===== config.mk =====
export PLATFORM = sky130hd
export DESIGN_NAME = bus_arbiter_flat
export DESIGN_NICKNAME = d
export VERILOG_FILES = /design/src/rtl/bus_pkg.sv /design/src/rtl/bus_arbiter_if.sv /design/src/rtl/rr_pick.sv /design/src/rtl/bus_arbiter.sv /design/src/flat_wrapper.sv
export SDC_FILE = /design/constraint.sdc
export NUM_CORES = 1
export LEC_CHECK = 0
export ABC_AREA = 1
export CORE_MARGIN = 2
export CORE_UTILIZATION = 60
export CTS_BUF_LIST = sky130_fd_sc_hd__clkbuf_4 sky130_fd_sc_hd__clkbuf_8
export DETAILED_ROUTE_END_ITERATION = 6
export DONT_BUFFER_PORTS = 1
export MAX_ROUTING_LAYER = met4
export PLACE_DENSITY_LB_ADDON = 0.15
export SLEW_MARGIN = 20
export SYNTH_ARGS = -nofsm -noshare
export SYNTH_HDL_FRONTEND = slang
export SYNTH_HIERARCHICAL = 1
export SYNTH_SLANG_ARGS = --single-unit

===== constraint.sdc =====
create_clock -name clk_bus -period 2.4 [get_ports clk_bus]
set_clock_uncertainty 0.2 [all_clocks]
set_input_delay 0.36 -clock clk_bus [delete_from_list [all_inputs] [get_ports clk_bus]]
set_output_delay 0.36 -clock clk_bus [all_outputs]
set_load 0.02 [all_outputs]

===== src/rtl/bus_pkg.sv =====
// bus_pkg: shared BUS layout, arbiter state encoding and beat-count helper.
package bus_pkg;
  localparam int BUS_W     = 73;
  localparam int VALID_BIT = 0;
  localparam int PADR_LSB  = 1;
  localparam int PADR_MSB  = 15;
  localparam int DATA_LSB  = 16;
  localparam int DATA_MSB  = 47;
  localparam int RET_LSB   = 48;
  localparam int RET_MSB   = 51;
  localparam int DEST_LSB  = 52;
  localparam int DEST_MSB  = 55;
  localparam int RW_BIT    = 56;
  localparam int SIZE_LSB  = 57;
  localparam int SIZE_MSB  = 72;
  localparam int MAX_BEATS = 4;
  typedef enum logic [1:0] {S_IDLE, S_SETUP, S_XFER, S_RELEASE} arb_state_e;
  // A zero-beat request still moves one beat; long bursts are capped.
  function automatic logic [2:0] sat_beats(input logic [2:0] b);
    return (b == 3'd0) ? 3'd1 : (b > 3'(MAX_BEATS)) ? 3'(MAX_BEATS) : b;
  endfunction
endpackage


===== src/rtl/bus_arbiter_if.sv =====
// bus_arbiter_if: requester/arbiter handshake bundle with master and slave views.
interface bus_arbiter_if #(parameter int NUM_REQ = 4) ();
  logic [NUM_REQ-1:0]   req;
  logic [NUM_REQ*4-1:0] req_dest;
  logic [NUM_REQ*3-1:0] req_beats;
  logic [15:0]          dest_free;
  logic [NUM_REQ-1:0]   gnt;
  logic [15:0]          set_receiver;
  logic                 bus_busy;
  logic [2:0]           beats_left;
  logic [NUM_REQ-1:0]   done;
  logic                 arb_timeout;
  modport master (
    output req, req_dest, req_beats, dest_free,
    input  gnt, set_receiver, bus_busy, beats_left, done, arb_timeout
  );
  modport slave (
    input  req, req_dest, req_beats, dest_free,
    output gnt, set_receiver, bus_busy, beats_left, done, arb_timeout
  );
endinterface


===== src/rtl/rr_pick.sv =====
// rr_pick: combinational round-robin pick of the first eligible bit at or after ptr_i.
module rr_pick #(
  parameter int N  = 4,
  parameter int PW = $clog2(N)
) (
  input  logic [N-1:0]  elig_i,
  input  logic [PW-1:0] ptr_i,
  output logic [N-1:0]  win_o,
  output logic          valid_o
);
  logic [PW-1:0] idx;
  always_comb begin
    win_o   = '0;
    valid_o = 1'b0;
    idx     = '0;
    for (int i = 0; i < N; i++) begin
      idx = PW'((int'(ptr_i) + i) % N);
      if (!valid_o && elig_i[idx]) begin
        win_o[idx] = 1'b1;
        valid_o    = 1'b1;
      end
    end
  end
endmodule


===== src/rtl/bus_arbiter.sv =====
// bus_arbiter: round-robin bus arbiter IDLE/SETUP/XFER/RELEASE; BUS_ARB_TIMEOUT_EN adds a starvation timeout.
module bus_arbiter
  import bus_pkg::*;
#(
  parameter int NUM_REQ = 4,
  parameter int TMO_CYC = 32
) (
  input logic          clk_bus,
  input logic          rst,
  bus_arbiter_if.slave bus
);
  localparam int PW = $clog2(NUM_REQ);
  arb_state_e         state_q;
  logic [NUM_REQ-1:0] elig, win, gnt_q, done_q;
  logic               win_vld, busy_q;
  logic [PW-1:0]      ptr_q, ptr_d, gnt_idx_q, win_idx;
  logic [3:0]         win_dest;
  logic [2:0]         win_beats, beats_left_q;
  logic [15:0]        set_rx_q;
  for (genvar i = 0; i < NUM_REQ; i++) begin : g_elig
    assign elig[i] = bus.req[i] & bus.dest_free[bus.req_dest[4*i +: 4]];
  end
  rr_pick #(.N(NUM_REQ), .PW(PW)) u_pick (
    .elig_i (elig),
    .ptr_i  (ptr_q),
    .win_o  (win),
    .valid_o(win_vld)
  );
  always_comb begin
    win_idx   = '0;
    win_dest  = '0;
    win_beats = '0;
    for (int i = 0; i < NUM_REQ; i++)
      if (win[i]) begin
        win_idx   = PW'(i);
        win_dest  = bus.req_dest[4*i +: 4];
        win_beats = bus.req_beats[3*i +: 3];
      end
    ptr_d = (gnt_idx_q == PW'(NUM_REQ - 1)) ? '0 : gnt_idx_q + 1'b1;
  end
  // Destination and beat count are captured only at grant; later input changes are ignored.
  always_ff @(posedge clk_bus or negedge rst)
    if (!rst) begin
      state_q      <= S_IDLE;
      gnt_q        <= '0;
      gnt_idx_q    <= '0;
      ptr_q        <= '0;
      done_q       <= '0;
      busy_q       <= 1'b0;
      set_rx_q     <= '0;
      beats_left_q <= '0;
    end else
      case (state_q)
        S_IDLE:
          if (win_vld) begin
            state_q      <= S_SETUP;
            gnt_q        <= win;
            gnt_idx_q    <= win_idx;
            busy_q       <= 1'b1;
            set_rx_q     <= 16'h1 << win_dest;
            beats_left_q <= sat_beats(win_beats);
          end
        S_SETUP: begin
          state_q  <= S_XFER;
          set_rx_q <= '0;
        end
        S_XFER:
          if (beats_left_q == 3'd1) begin
            state_q      <= S_RELEASE;
            gnt_q        <= '0;
            done_q       <= gnt_q;
            ptr_q        <= ptr_d;
            beats_left_q <= '0;
          end else
            beats_left_q <= beats_left_q - 3'd1;
        S_RELEASE: begin
          state_q <= S_IDLE;
          done_q  <= '0;
          busy_q  <= 1'b0;
        end
        default: state_q <= S_IDLE;
      endcase
  assign bus.gnt          = gnt_q;
  assign bus.done         = done_q;
  assign bus.bus_busy     = busy_q;
  assign bus.set_receiver = set_rx_q;
  assign bus.beats_left   = beats_left_q;
`ifdef BUS_ARB_TIMEOUT_EN
  localparam int TW = $clog2(TMO_CYC + 1);
  logic [TW-1:0] tmo_q;
  logic          tmo_pulse_q;
  logic          starve;
  assign starve = (state_q == S_IDLE) && (|bus.req) && !win_vld;
  always_ff @(posedge clk_bus or negedge rst)
    if (!rst) begin
      tmo_q       <= '0;
      tmo_pulse_q <= 1'b0;
    end else begin
      tmo_pulse_q <= starve && (tmo_q == TW'(TMO_CYC - 1));
      tmo_q       <= (!starve || tmo_q == TW'(TMO_CYC - 1)) ? '0 : tmo_q + 1'b1;
    end
  assign bus.arb_timeout = tmo_pulse_q;
`else
  // TMO_CYC only shapes the optional timeout; the term below is always 0.
  assign bus.arb_timeout = 1'b0 & (TMO_CYC < 0);
`endif
endmodule


===== src/flat_wrapper.sv =====
// flat-port wrapper written by rule: the top's interface ports become plain ports
module bus_arbiter_flat import bus_pkg::*;
#(
  parameter int NUM_REQ = 4,
  parameter int TMO_CYC = 32
)
  (clk_bus, rst, bus_req, bus_req_dest, bus_req_beats, bus_dest_free, bus_gnt, bus_set_receiver, bus_bus_busy, bus_beats_left, bus_done, bus_arb_timeout);
  bus_arbiter_if #(.NUM_REQ(NUM_REQ)) bus_i ();
  input logic clk_bus;
  input logic rst;
  input wire logic [$bits(bus_i.req)-1:0] bus_req;
  input wire logic [$bits(bus_i.req_dest)-1:0] bus_req_dest;
  input wire logic [$bits(bus_i.req_beats)-1:0] bus_req_beats;
  input wire logic [$bits(bus_i.dest_free)-1:0] bus_dest_free;
  output wire logic [$bits(bus_i.gnt)-1:0] bus_gnt;
  output wire logic [$bits(bus_i.set_receiver)-1:0] bus_set_receiver;
  output wire logic [$bits(bus_i.bus_busy)-1:0] bus_bus_busy;
  output wire logic [$bits(bus_i.beats_left)-1:0] bus_beats_left;
  output wire logic [$bits(bus_i.done)-1:0] bus_done;
  output wire logic [$bits(bus_i.arb_timeout)-1:0] bus_arb_timeout;
  assign bus_i.req = bus_req;
  assign bus_i.req_dest = bus_req_dest;
  assign bus_i.req_beats = bus_req_beats;
  assign bus_i.dest_free = bus_dest_free;
  assign bus_gnt = bus_i.gnt;
  assign bus_set_receiver = bus_i.set_receiver;
  assign bus_bus_busy = bus_i.bus_busy;
  assign bus_beats_left = bus_i.beats_left;
  assign bus_done = bus_i.done;
  assign bus_arb_timeout = bus_i.arb_timeout;
  bus_arbiter #(.NUM_REQ(NUM_REQ), .TMO_CYC(TMO_CYC)) u_core (.clk_bus(clk_bus), .rst(rst), .bus(bus_i));
endmodule

=== After elaboration in Yosys (flattened, before gate mapping) ===
Cells that the tools add are included.
W data, S select, Z words.

* Muxes and demuxes: 61
* Reduce and logical (&&, ||, !) cells: 24
* Shifts and indexed selects: 1
* Equality and inequality tests: 7
* Bitwise operators: 7
* Magnitude comparators: 13
* Add/subtract/negate cells: 5

{| class="wikitable"
|+ Operator list
! kind !! count
|-
| $mux W4 || 11
|-
| $pmux W16 S2 || 1
|-
| $mux W3 || 8
|-
| $lt A4 B5 Y1 const B || 4
|-
| $mux W1 || 18
|-
| $bmux W1 S4 || 4
|-
| $mux W16 || 1
|-
| $pmux W4 S2 || 2
|-
| $shl A1 B4 Y16 const A || 1
|-
| $reduce_and A2 Y1 || 7
|-
| $lt A2 B3 Y1 const B || 4
|-
| $or A4 B4 Y4 || 3
|-
| $mux W2 || 5
|-
| $bmux W1 S2 || 4
|-
| $demux W1 S2 || 4
|-
| $ge A2 B1 Y1 const B || 4
|-
| $pmux W2 S4 || 1
|-
| $reduce_bool A2 Y1 || 4
|-
| $logic_and A1 B1 Y1 || 7
|-
| $eq A2 B2 Y1 const B || 3
|-
| $pmux W3 S2 || 1
|-
| $add A2 B1 Y2 const B || 2
|-
| $add A2 B2 Y2 const B || 2
|-
| $and A1 B1 Y1 || 4
|-
| other kinds (11) || 13
|}

* Output and inout bits: 29
* Bits in registers: 34
* Bits of input ports: 50
* Word-level logic and storage cells: 126

=== Depth between registers and ports, before layout ===
* Depth in word-level cells: 24
* Depth in mapped cells: 23
* Depth with buffers taken out: 22

=== Hierarchy ===
The synthesis kept the hierarchy.

{| class="wikitable"
|+ By module, submodules not included
! module !! area each (sq um) !! instances !! cells an instance !! sequential area each (sq um)
|-
| bus_arbiter || 2618.8 || 1 || 388 || 850.8
|-
| rr_pick || 419.2 || 1 || 76 || 0.0
|}

=== Worst setup path after synthesis ===
Ideal clock, no wire load.

* Path kind: input to register
* From: input port bus_req_dest[8]
* To: register u_core.set_rx_q[15], in the netlist u_core/bus.set_receiver[15]
* Path slack: -0.267 ns
* Required time: 2.135 ns
* Library setup time: 0.065 ns
* Buffers on the path: 2
* Stages on the path: 23
* Data arrival time: 2.402 ns
* Path through: buf_2 -> nand2_1 -> o211ai_1 -> nand3_1 -> nand3_1 -> a21oi_1 -> inv_1 -> nand2_1 -> nand3_1 -> nand2_1 -> nand3_2 -> nor2_1 -> nor2_1 -> nand2_1 -> buf_6 -> inv_2 -> nor2_4 -> nand2_1 -> nand3_1 -> nand2_2 -> nor2_2 -> nand3_1 -> nand2_1

* Elaborated cells on any way between the ends: 37
* Classes of those cells: eq/ne (1); shift (1); mux (24); bitwise (4); reduce/logical (7)

{| class="wikitable"
|+ RTL lines
! element !! line !! source
|-
| from (decl) || flat_wrapper.sv:12 || <nowiki>input wire logic [$bits(bus_i.req_dest)-1:0] bus_req_dest;</nowiki>
|-
| $bmux W1 S4 (*) || bus_arbiter.sv:21 || <nowiki>assign elig[i] = bus.req[i] & bus.dest_free[bus.req_dest[4*i +: 4]];</nowiki>
|-
| $mux W1 (implied by the code) (*) || bus_arbiter.sv:21 ||
|-
| $and A1 B1 Y1 (*) || bus_arbiter.sv:21 ||
|-
| net u_core.elig[2] || bus_arbiter.sv:14 || <nowiki>logic [NUM_REQ-1:0] elig, win, gnt_q, done_q;</nowiki>
|-
| $bmux W1 S2 || rr_pick.sv:18 || <nowiki>if (!valid_o && elig_i[idx]) begin</nowiki>
|-
| $mux W1 (implied by the code) || rr_pick.sv:18 ||
|-
| $mux W1 || rr_pick.sv:18 ||
|-
| $logic_not A1 Y1 || rr_pick.sv:18 ||
|-
| [... 5 more ...] || -- ||
|-
| $logic_not A1 Y1 || rr_pick.sv:18 ||
|-
| $logic_and A1 B1 Y1 || rr_pick.sv:18 ||
|-
| $mux W4 (*) || rr_pick.sv:18 ||
|-
| net u_core.win[1] || bus_arbiter.sv:14 ||
|-
| $mux W4 (*) (3 in a row) || bus_arbiter.sv:34 || <nowiki>if (win[i]) begin</nowiki>
|-
| $shl A1 B4 Y16 (*) || bus_arbiter.sv:60 || <nowiki>set_rx_q <= 16'h1 << win_dest;</nowiki>
|-
| $mux W16 (*) || bus_arbiter.sv:55 || <nowiki>if (win_vld) begin</nowiki>
|-
| $pmux W16 S2 (*) || bus_arbiter.sv:53 || <nowiki>case (state_q)</nowiki>
|-
| to (signal assigned) || bus_arbiter.sv:60 ||
|-
| to (decl) || bus_arbiter.sv:19 || <nowiki>logic [15:0] set_rx_q;</nowiki>
|}

The timed path passes the listed nets; every way through them passes the cells marked *. The select of a mux whose other input is x is not followed.
A chain may end at the register's enable or synchronous reset.

=== Final worst setup path ===
* From: input port bus_dest_free[14]
* To: register u_core.set_rx_q[5], in the netlist u_core/bus.set_receiver[5]

* Elaborated cells on any way between the ends: 46
* Classes of those cells: eq/ne (1); shift (1); mux (30); bitwise (7); reduce/logical (7)

{| class="wikitable"
|+ RTL lines
! element !! line !! source
|-
| from (decl) || flat_wrapper.sv:14 || <nowiki>input wire logic [$bits(bus_i.dest_free)-1:0] bus_dest_free;</nowiki>
|-
| $bmux W1 S4 (*) || bus_arbiter.sv:21 ||
|-
| $mux W1 (implied by the code) (*) || bus_arbiter.sv:21 ||
|-
| $and A1 B1 Y1 (*) || bus_arbiter.sv:21 ||
|-
| net u_core.elig[0] || bus_arbiter.sv:14 ||
|-
| $bmux W1 S2 || rr_pick.sv:18 ||
|-
| $mux W1 (implied by the code) || rr_pick.sv:18 ||
|-
| $mux W1 || rr_pick.sv:18 ||
|-
| $logic_not A1 Y1 || rr_pick.sv:18 ||
|-
| [... 5 more ...] || -- ||
|-
| $logic_not A1 Y1 || rr_pick.sv:18 ||
|-
| $logic_and A1 B1 Y1 || rr_pick.sv:18 ||
|-
| $mux W4 (*) || rr_pick.sv:18 ||
|-
| net u_core.win[2] || bus_arbiter.sv:14 ||
|-
| $mux W4 (*) (2 in a row) || bus_arbiter.sv:34 ||
|-
| $shl A1 B4 Y16 (*) || bus_arbiter.sv:60 ||
|-
| $mux W16 (*) || bus_arbiter.sv:55 ||
|-
| $pmux W16 S2 (*) || bus_arbiter.sv:53 ||
|}

Marked as above.

==> results.md <==
- DIE AREA: 0.005648 mm^2
- Pwr Density: 1708 mW/mm^2
- Fin crit share: 1.122
- Synthesized area: 0.003038 mm^2
- Crit path required time: 2.42 ns
- Root Driver: clkbuf_8
- Ant diodes: 0
- CP max-delay cell: o21a_1
- Remaining global-route overflow: 0
- Detail Placement HPWL: 6564 um
- Hold Violations, Final: 0
- Met2 usage: 0.5390
- Register area share after synthesis: 0.2801
- Rel. slew slack: 0.6718
- Share of post-route cells with drive strength above 1: 0.3121
- Routed vias: 3365
- Area delta synth->final: 27.06%
- Largest net degree at the start of global routing: 35
- Status: complete, but fails checks
- CP Launch Type: input pin
- Total GRT Usage: 0.3310
- Skew-Pair Late Insertion Delay: 0.28 ns
- Drt pass-1 iters: 7
- Maximum fanout along the worst path: 7
- Yosys cell types: 31
- CTS tree: yes
- Minimum clock period: 2.693 ns
- Yosys warnings: 6
- Vert. Die Dim: 75.16 um
- Crit path top cell by count: nand2_1
- Met3 Usage GRT: 0.08032
- Final setup fails: 19
- DRC Markers: 0
- Global route hottest layer: met2
- Final Routed Wirelength: 9638 um
- RSZ-0062 raised after global routing: yes
- Global Route met1 Usage: 0.4165
- Post-DR wirelength/cell: 16.91 um
- Reg2Reg Setup Slack: -0.23 ns
- CP bufs+invs: 3
- Synth Register Bits: 34
- Top cell type's share of synthesized area: 0.2801
- Antenna viol nets, final: 0
- Fin. max-slew vios: 0
- Synth area leader: dfrtp_1
- Hold Crit Class: input pin to flip-flop
- Vias/cell: 5.904
- Nets: 565
- H-tree levels: 2
- Post-layout util: 0.8013
- Commonest non-fill, non-tap cell in the layout: nand2_1
- Detailed Route Iter0 Violations: 257
- Worst-Margin Slew: 0.4872 ns
- Syn Inst Count: 464
- Top post-synthesis cells by area: dfrtp_1 (28%), nand2_1 (17%), nand3_1 (14%)
- Slowest stage delay, CP: 0.21 ns
- DIE WIDTH: 75.16 um
- Delay-heaviest family, CP: simple AND/OR/NAND/NOR gates
- Final WS setup: -0.2929 ns
- VDD IR-drop max: 1.340 mV
- Leak Pwr: 1.919 nW
- Most frequent cells in the layout: nand2_1 (123), nand3_1 (63), inv_1 (62)
- Ports: 79
- Clk sinks: 34
- Kind of end point of the critical path: flip-flop
- Crit path DAT: 2.72 ns
- Failing checks: setup timing
- Clock slew at reported path FFs: 0.07 ns
- Global-route wire length before repair: 13900 um
- Achievable Freq: 371.3 MHz
- Num rows: 25
- Critical path type: input pin to flip-flop
- Initial antenna violation count: 0
- Placer Congestion: 0.9790
- Max_cap viols: 0
- CTS Buf Count: 5
- Total power: 6.593 mW
- Max clock buf depth: 2
- Initial core utilization: 0.6306
- Syn Nets: 527
- CP Cell Sequence: inv_1 -> nand2_1 -> nand3_1 -> nand3_1 -> nand3_2 -> a21oi_4 -> nand2_2 -> nand2_1 -> o21a_1 -> buf_4 -> nand3_1 -> nand2_1 -> buf_12 -> nor2_4 -> nand2_1 -> a21oi_2 -> nor2_4 -> nor2_4 -> nand3_2 -> nand2_1
- Vias in the first global route: 3057
- Avg Cell Area, Syn: 6.547 um^2
- Core Region: 0.004817 mm^2
- Port Buf Inserts: 0
-- final cells by class --
type,count,area (um^2)
inverter,78,322.8
tap,67,83.83
multi-input combinational,343,2155
clock buffer,7,90.09
timing repair buffer,40,350.3
clock inverter,1,5.005
sequential,34,853.3
fill,338,957.2
-- worst paths after layout --
path / cells past startpoint / end / start
worst max-delay path: 20 / u_core/bus.set_receiver[5] / bus_dest_free[14]
worst min-delay path: 5 / u_core/bus.set_receiver[1] / bus_req_dest[11]
worst max register to register: 16 / u_core/bus.set_receiver[5] / u_core/ptr_q[0]
worst min register to register: 2 / u_core/gnt_idx_q[1] / u_core/gnt_idx_q[1]
max in group asynchronous: 2 / u_core/ptr_q[1] / rst
min in group asynchronous: 2 / u_core/bus.done[1] / rst
-- routing by layer --
layer / up-vias / wire [um]
li1: 1565 / -
met1: 1544 / 3738
met2: 220 / 4666
met3: 36 / 1027
met4: 0 / 206
met5: - / 0
-- worst register-to-register path, delay by kind of cell (launching register included) --
family / cells / cell delay [ns]
AOI/OAI and AO/OA: 2 / 0.33
adders and majority gates: 1 / 0.22
buffers and inverters: 4 / 0.46
DFF: 1 / 0.41
and+or+nand+nor: 9 / 0.96
-- power breakdown --
part           switching (mW)  total [mW]  internal, mW
logic                    3.09        4.98          1.90
registers               0.368        1.16         0.793
clock network           0.205       0.448         0.243
total                    3.66        6.59          2.93
-- what timing repair did --
| item | in CTS | in global routing |
|---|---|---|
| gates resized for setup | 36 | 38 |
| endpoints found under the setup margin | 23 | 28 |
| hold buffers | 2 | 0 |
| buffers inserted | 8 | 4 |
| pin swaps | 36 | 33 |
| hold endpoints to repair | 34 | 0 |
-- sequential cells by signal, summed over array words and instances (netlist names) --
signal / cells
u_core/bus.bus_busy: 1
u_core/state_q: 2
u_core/bus.done: 4
u_core/gnt_idx_q: 2
u_core/bus.set_receiver: 16
u_core/bus.gnt: 4
u_core/ptr_q: 2
u_core/bus.beats_left: 3
-- cells in the mapped netlist --
library cell and number:
buf_6 3, nor2_1 20, conb_1 1, nor2_4 5
a21o_1 1, o22ai_1 4, xor2_1 1, nand2_4 2
o21ai_0 6, nand3_2 4, nor2_2 3, buf_2 5
nand3_4 2, or2_1 1, nor2_8 1, nand3_1 83
nand2_1 140, o211ai_1 16, o31ai_1 1, dfrtp_1 34
nand2_2 7, a21oi_1 10, a31oi_1 1, o21ai_1 9
o21a_1 2, o21ai_2 6, inv_2 7, inv_1 71
a21oi_2 4, buf_4 1, ha_1 13
-- cells by family (layout without fill, tap and decap cells) --
group	after synthesis	in the layout	synth area share
simple gates	268	268	0.4143
buf+inv	87	126	0.1182
compound gates	60	60	0.1297
flops	34	34	0.2801
fa+ha+maj	13	13	0.05354
other cells	1	1	0.001234
xor+xnor	1	1	0.002884
-- per-stage QoR --
| stage | TNS (ns) | cells | area [um^2] | hold slack [ns] | setup WS, ns |
|---|---|---|---|---|---|
| after global placement | -9.609 | 549 | 3352 | -0.1350 | -0.5472 |
| final | -4.420 | 570 | 3860 | 0.2116 | -0.2929 |
| after CTS | -1.943 | 566 | 3682 | 0.2116 | -0.1298 |
| after detailed placement | -10.95 | 549 | 3352 | -0.1349 | -0.5753 |
| after floorplan | -2.021 | 464 | 3152 | -0.1356 | -0.1289 |
| after global routing | -8.098 | 570 | 3860 | 0.2504 | -0.4522 |
Power figures use the tool's default switching activity.
